## config.mk

```make
export PLATFORM = sky130hd
export DESIGN_NAME = uart_transceiver
export DESIGN_NICKNAME = d
export VERILOG_FILES = /design/src/rtl/uart_transceiver.sv
export SDC_FILE = /design/constraint.sdc
export NUM_CORES = 1
export LEC_CHECK = 0
export ABC_AREA = 1
export CAP_MARGIN = 20
export CORE_MARGIN = 3
export CORE_UTILIZATION = 55
export CTS_CLUSTER_DIAMETER = 40
export CTS_CLUSTER_SIZE = 8
export DETAILED_ROUTE_END_ITERATION = 8
export GPL_TIMING_DRIVEN = 0
export HOLD_SLACK_MARGIN = 0.1
export PLACE_DENSITY = 0.76
export SLEW_MARGIN = 10
export SYNTH_ARGS = -nofsm -noshare
export SYNTH_HDL_FRONTEND = slang
export SYNTH_SLANG_ARGS = --single-unit
export TNS_END_PERCENT = 50
```

## constraint.sdc

```tcl
create_clock -name clk -period 1.95 [get_ports clk]
set_clock_uncertainty 0.1 [all_clocks]
set_input_delay 0.39 -clock clk [delete_from_list [all_inputs] [get_ports clk]]
set_output_delay 0.39 -clock clk [all_outputs]
set_load 0.01 [all_outputs]
```

## src/rtl/uart_transceiver.sv

```systemverilog
// rtl/uart_transceiver.sv - 8N1 UART with independent TX and RX sharing one baud divider.
// Define UART_FRAME_ERR_EN to add the o_frame_err pulse output.
module uart_transceiver #(
  parameter int FREQ = 1_000_000,
  parameter int RATE = 115_200
) (
  input  logic       clk,
  input  logic       rst_n,
  input  logic [7:0] i_data,
  input  logic       i_vld,
  output logic       o_tx_busy,
  output logic       o_tx,
  input  logic       i_rx,
  output logic [7:0] o_data,
`ifdef UART_FRAME_ERR_EN
  output logic       o_frame_err,
`endif
  output logic       o_vld
);

  localparam int DIV = FREQ / RATE;
  localparam int CW  = $clog2(DIV);
  localparam logic [CW-1:0] BIT_END  = CW'(DIV - 1);
  localparam logic [CW-1:0] HALF_END = CW'(DIV / 2 - 1);

  typedef enum logic [1:0] {TX_IDLE, TX_START, TX_DATA, TX_STOP} tx_state_t;
  typedef enum logic [2:0] {RX_IDLE, RX_START, RX_DATA, RX_STOP, RX_WAIT_IDLE} rx_state_t;

  tx_state_t     tx_state, tx_next;
  logic [CW-1:0] tx_cnt;
  logic [2:0]    tx_bit;
  logic [7:0]    tx_shift;
  logic          tx_end;

  rx_state_t     rx_state, rx_next;
  logic [CW-1:0] rx_cnt;
  logic [2:0]    rx_bit;
  logic [7:0]    rx_shift;
  logic          rx_meta, rx_sync;
  logic          rx_end, rx_half;

  assign tx_end  = (tx_cnt == BIT_END);
  assign rx_end  = (rx_cnt == BIT_END);
  assign rx_half = (rx_cnt == HALF_END);

  always_comb begin
    tx_next = tx_state;
    case (tx_state)
      TX_IDLE:  if (i_vld) tx_next = TX_START;
      TX_START: if (tx_end) tx_next = TX_DATA;
      TX_DATA:  if (tx_end && tx_bit == 3'd7) tx_next = TX_STOP;
      TX_STOP:  if (tx_end) tx_next = TX_IDLE;
      default:  tx_next = TX_IDLE;
    endcase
  end

  always_ff @(posedge clk or negedge rst_n) begin
    if (!rst_n) tx_state <= TX_IDLE;
    else        tx_state <= tx_next;
  end

  // o_tx is updated one bit ahead so the line changes exactly on bit boundaries
  always_ff @(posedge clk or negedge rst_n) begin
    if (!rst_n) begin
      tx_cnt    <= '0;
      tx_bit    <= '0;
      tx_shift  <= '0;
      o_tx      <= 1'b1;
      o_tx_busy <= 1'b0;
    end else begin
      o_tx_busy <= (tx_next != TX_IDLE);
      if (tx_state == TX_IDLE) begin
        tx_cnt <= '0;
        tx_bit <= '0;
        if (i_vld) begin
          tx_shift <= i_data;
          o_tx     <= 1'b0;
        end
      end else begin
        tx_cnt <= tx_end ? '0 : tx_cnt + CW'(1);
        if (tx_end) begin
          case (tx_state)
            TX_START: o_tx <= tx_shift[0];
            TX_DATA: begin
              tx_bit   <= tx_bit + 3'd1;
              o_tx     <= (tx_bit == 3'd7) ? 1'b1 : tx_shift[1];
              tx_shift <= {1'b0, tx_shift[7:1]};
            end
            default: ;
          endcase
        end
      end
    end
  end

  always_ff @(posedge clk or negedge rst_n) begin
    if (!rst_n) begin
      rx_meta <= 1'b1;
      rx_sync <= 1'b1;
    end else begin
      rx_meta <= i_rx;
      rx_sync <= rx_meta;
    end
  end

  always_comb begin
    rx_next = rx_state;
    case (rx_state)
      RX_IDLE:      if (!rx_sync) rx_next = RX_START;
      RX_START:     if (rx_half) rx_next = rx_sync ? RX_IDLE : RX_DATA;
      RX_DATA:      if (rx_end && rx_bit == 3'd7) rx_next = RX_STOP;
      RX_STOP:      if (rx_end) rx_next = rx_sync ? RX_IDLE : RX_WAIT_IDLE;
      RX_WAIT_IDLE: if (rx_sync) rx_next = RX_IDLE;
      default:      rx_next = RX_IDLE;
    endcase
  end

  always_ff @(posedge clk or negedge rst_n) begin
    if (!rst_n) rx_state <= RX_IDLE;
    else        rx_state <= rx_next;
  end

  always_ff @(posedge clk or negedge rst_n) begin
    if (!rst_n) begin
      rx_cnt      <= '0;
      rx_bit      <= '0;
      rx_shift    <= '0;
      o_data      <= '0;
      o_vld       <= 1'b0;
`ifdef UART_FRAME_ERR_EN
      o_frame_err <= 1'b0;
`endif
    end else begin
      o_vld       <= 1'b0;
`ifdef UART_FRAME_ERR_EN
      o_frame_err <= 1'b0;
`endif
      case (rx_state)
        RX_START: rx_cnt <= rx_half ? '0 : rx_cnt + CW'(1);
        RX_DATA: begin
          rx_cnt <= rx_end ? '0 : rx_cnt + CW'(1);
          if (rx_end) begin
            rx_shift <= {rx_sync, rx_shift[7:1]};
            rx_bit   <= rx_bit + 3'd1;
          end
        end
        RX_STOP: begin
          rx_cnt <= rx_end ? '0 : rx_cnt + CW'(1);
          if (rx_end && rx_sync) begin
            o_data <= rx_shift;
            o_vld  <= 1'b1;
          end
`ifdef UART_FRAME_ERR_EN
          if (rx_end && !rx_sync) o_frame_err <= 1'b1;
`endif
        end
        default: begin
          rx_cnt <= '0;
          rx_bit <= '0;
        end
      endcase
    end
  end

endmodule

```

==> reports/metrics.cfg <==
[run_status]
outcome = complete, no violations

[floorplanning]
die_w_um = 68.9
die_h_um = 68.9
coreArea_mm2 = 0.00374
io-pin-count = 23
placementRows = 22
start_util_pct = 58.2
die_area_mm2 = 0.00475

[critical_path]
crit_type = reg -> out
path_max_fanout = 2
path_buf_inv = 1
required_ps = 1460
worstReg2RegEnd = o_data[5]
crit_family = flip-flops
max_stage_delay_ps = 540
crit_chain = clkdlybuf4s50_1
slowest_stage = dfstp_2
arrival_ps = 1350
rrSetupSlack_ps = 310
reg2reg_from = rx_cnt[0]
ff2ff_path_depth = 6
cp-end-kind = output port
startpoint_type = flop

[clock_tree]
cts_root_buf = clkbuf_8
ctsResizeCount = 0
cts_tree = yes
cts_max_path_buffers = 2
clock-sinks = 46
htreeDepth = 2
cts_buffers = 5
cts_setup_buffers = 0
clk_latency_ps = 290
cts.reportedPaths.clkPinSlew_ps = 80

[logic_synthesis]
synth_seq_area_share_pct = 53.0
synthXorXnorAreaFrac_pct = 0
ys_warn_count = 0
ys_top_cells_by_area = dfrtp_1 49%, nand2_1 8.8%, ha_1 6.3%, inv_1 4.8%, dfstp_2 3.6%
synthMuxAreaShare_pct = 0
ys_types = 29
syn_avg_cell_area_um2 = 9.72
syn_nets = 247
ys_ff_latch = 46
yosysTopAreaCellShare_pct = 49.4
postSynthCellCount = 224
synth_compound_area_share_pct = 12.8
synth_fa_ha_area_share_pct = 6.32
mappedNetlistArea_mm2 = 0.00218
synth-simple-area-share_pct = 19.6
synth_top_family_by_area = simple AND/OR/NAND/NOR gates
yosysTopAreaCell = dfrtp_1

[layout]
design_area_mm2 = 0.00260
final_cell_mix = 51 x nand2_1, 43 x dfrtp_1, 28 x inv_1
final_common_cell = nand2_1
antennaDiodeCount = 0
area_delta_synth_final_pct = 19.4
fillers = 300
final_nets = 278
drive_gt1_share_pct = 16.8

[global_routing]
antenna_found_initial = 0
grt_first_pass_wirelength_um = 5970
overflow = 0
grt_usage_pct = 17.0
grt_max_degree = 26
grt_pass1_vias = 1409

[sta]
hold_slack_ps = 261
max_slew.worst_pin.slew_ps = 539
setup_viol = 0
rsz0062_at_grt = false
finalHoldViolCount = 0
relSlewSlack_pct = 64.0
period_needed_ps = 1840
fin_crit_sh_pct = 94.4
setup_tns_ps = 0
fmax_mhz = 543
slew_violations = 0

[placed_design]
hpwlAfterDp_um = 2620
gp_congestion = 0.787
dpl-instance-area_mm2 = 0.00248
portBuffers = 22

[detailed_routing]
drcViolationCount = 0
drt_iter0_drc = 59
detail_route.wirelength_um = 3420
viasPerCell = 4.94
ant_nets = 0
drt_pass1_iterations = 4
dr_total_vias = 1501
routedWlPerCell_um = 11.3

[flow_run]
max-cap-violations = 0

[pwr]
leakage_uw = 0.00125
peakVddDrop_uv = 578
power_density_mw_per_mm2 = 815

[hold_path]
min_path_type = reg -> reg
hold_start = rx_meta
min_to = rx_sync
hold_depth = 0

-- report_power, final --
group	switching [µW]	internal (µW)	total, µW
sequential	51.3	1010	1060
clock	307	382	689
combinational	219	149	368
-- layer usage --
metal / global-route usage (%) / wire [µm] / vias to the layer above / share of wire (%)
li1: - / - / 788 / -
met1: 21.2 / 1610 / 687 / 47
met2: 28.3 / 1650 / 21 / 48
met3: 4.38 / 102 / 5 / 3.0
met4: 6.57 / 54 / 0 / 1.6
met5: 0 / 0 / - / 0
-- what timing repair did --
action                                 in CTS  in global routing
endpoints found under the hold margin      21                  0
setup endpoints to repair                   0                  0
hold buffers                                1                  0
-- worst max-delay path by stage --
stage | to | depth (start not counted) | start
2_1_floorplan | tx_shift[6] | 7 | tx_cnt[0]
3_3_place_gp | tx_shift[5] | 1 | rst_n
3_5_place_dp | o_data[5] | 6 | rx_cnt[0]
4_1_cts | o_tx | 1 | o_tx
5_1_grt | o_tx | 1 | o_tx
6_report | o_tx | 1 | o_tx
-- cell families (layout without fill, tap and decap cells) --
kind of cell             count (synthesis)  in the layout
buffers and inverters                   37             69
AND/OR/NAND/NOR                         89             89
flip-flops                              46             46
AO/OA/AOI/OAI                           41             41
adder cells (fa/ha/maj)                 11             11
-- cell type report --
type / count / area [µm²] / share of cell area (%)
repair buffers: 24 / 253 / 9.72
multi-input cells: 141 / 842 / 32.4
well taps: 48 / 60.1 / 2.31
flip-flops and latches: 46 / 1150 / 44.4
clock buffers: 6 / 72.6 / 2.79
inverters: 32 / 120 / 4.62
clock inverters: 2 / 37.5 / 1.44
plain buffers: 5 / 60.1 / 2.31
-- sequential cells by signal, summed over array words and instances, names as in the netlist --
| name | cells |
|---|---|
| o_data | 8 |
| rx_shift | 8 |
| tx_shift | 8 |
| rx_bit | 3 |
| rx_cnt | 3 |
| rx_state | 3 |
| tx_bit | 3 |
| tx_cnt | 3 |
| tx_state | 2 |
| o_tx | 1 |
| o_tx_busy | 1 |
| o_vld | 1 |
| rx_meta | 1 |
| rx_sync | 1 |
-- per-stage QoR --
stage	utilization, %	std cells	power [µW]	setup slack, ps
after floorplan	-	224	1340	471
after global placement	65.6	294	1430	-828
after detailed placement	66.2	295	1460	310
after CTS	69.5	304	2150	92.2
after global routing	69.5	304	2250	63.2
final	69.5	304	2120	109
-- cell usage after synthesis --
| cell | count |
|---|---|
| nand2_1 | 51 |
| o21ai_2 | 9 |
| o21ai_1 | 15 |
| a31oi_1 | 1 |
| nand4_1 | 1 |
| nand3_2 | 2 |
| inv_1 | 28 |
| nand2_2 | 3 |
| o22ai_1 | 1 |
| nand2_4 | 3 |
| o31ai_1 | 1 |
| nor3_1 | 2 |
| o21ai_0 | 5 |
| dfstp_2 | 3 |
| o211ai_1 | 6 |
| inv_2 | 3 |
| dfrtp_1 | 43 |
| a21oi_1 | 1 |
| o211ai_4 | 1 |
| or2_2 | 1 |
| buf_6 | 4 |
| nand3_1 | 14 |
| ha_1 | 11 |
| nor2_4 | 3 |
| nor2_1 | 8 |
| nor2_2 | 1 |
| clkinv_1 | 1 |
| o21bai_1 | 1 |
| buf_8 | 1 |
Note: power is estimated with default switching activity, not from simulation.
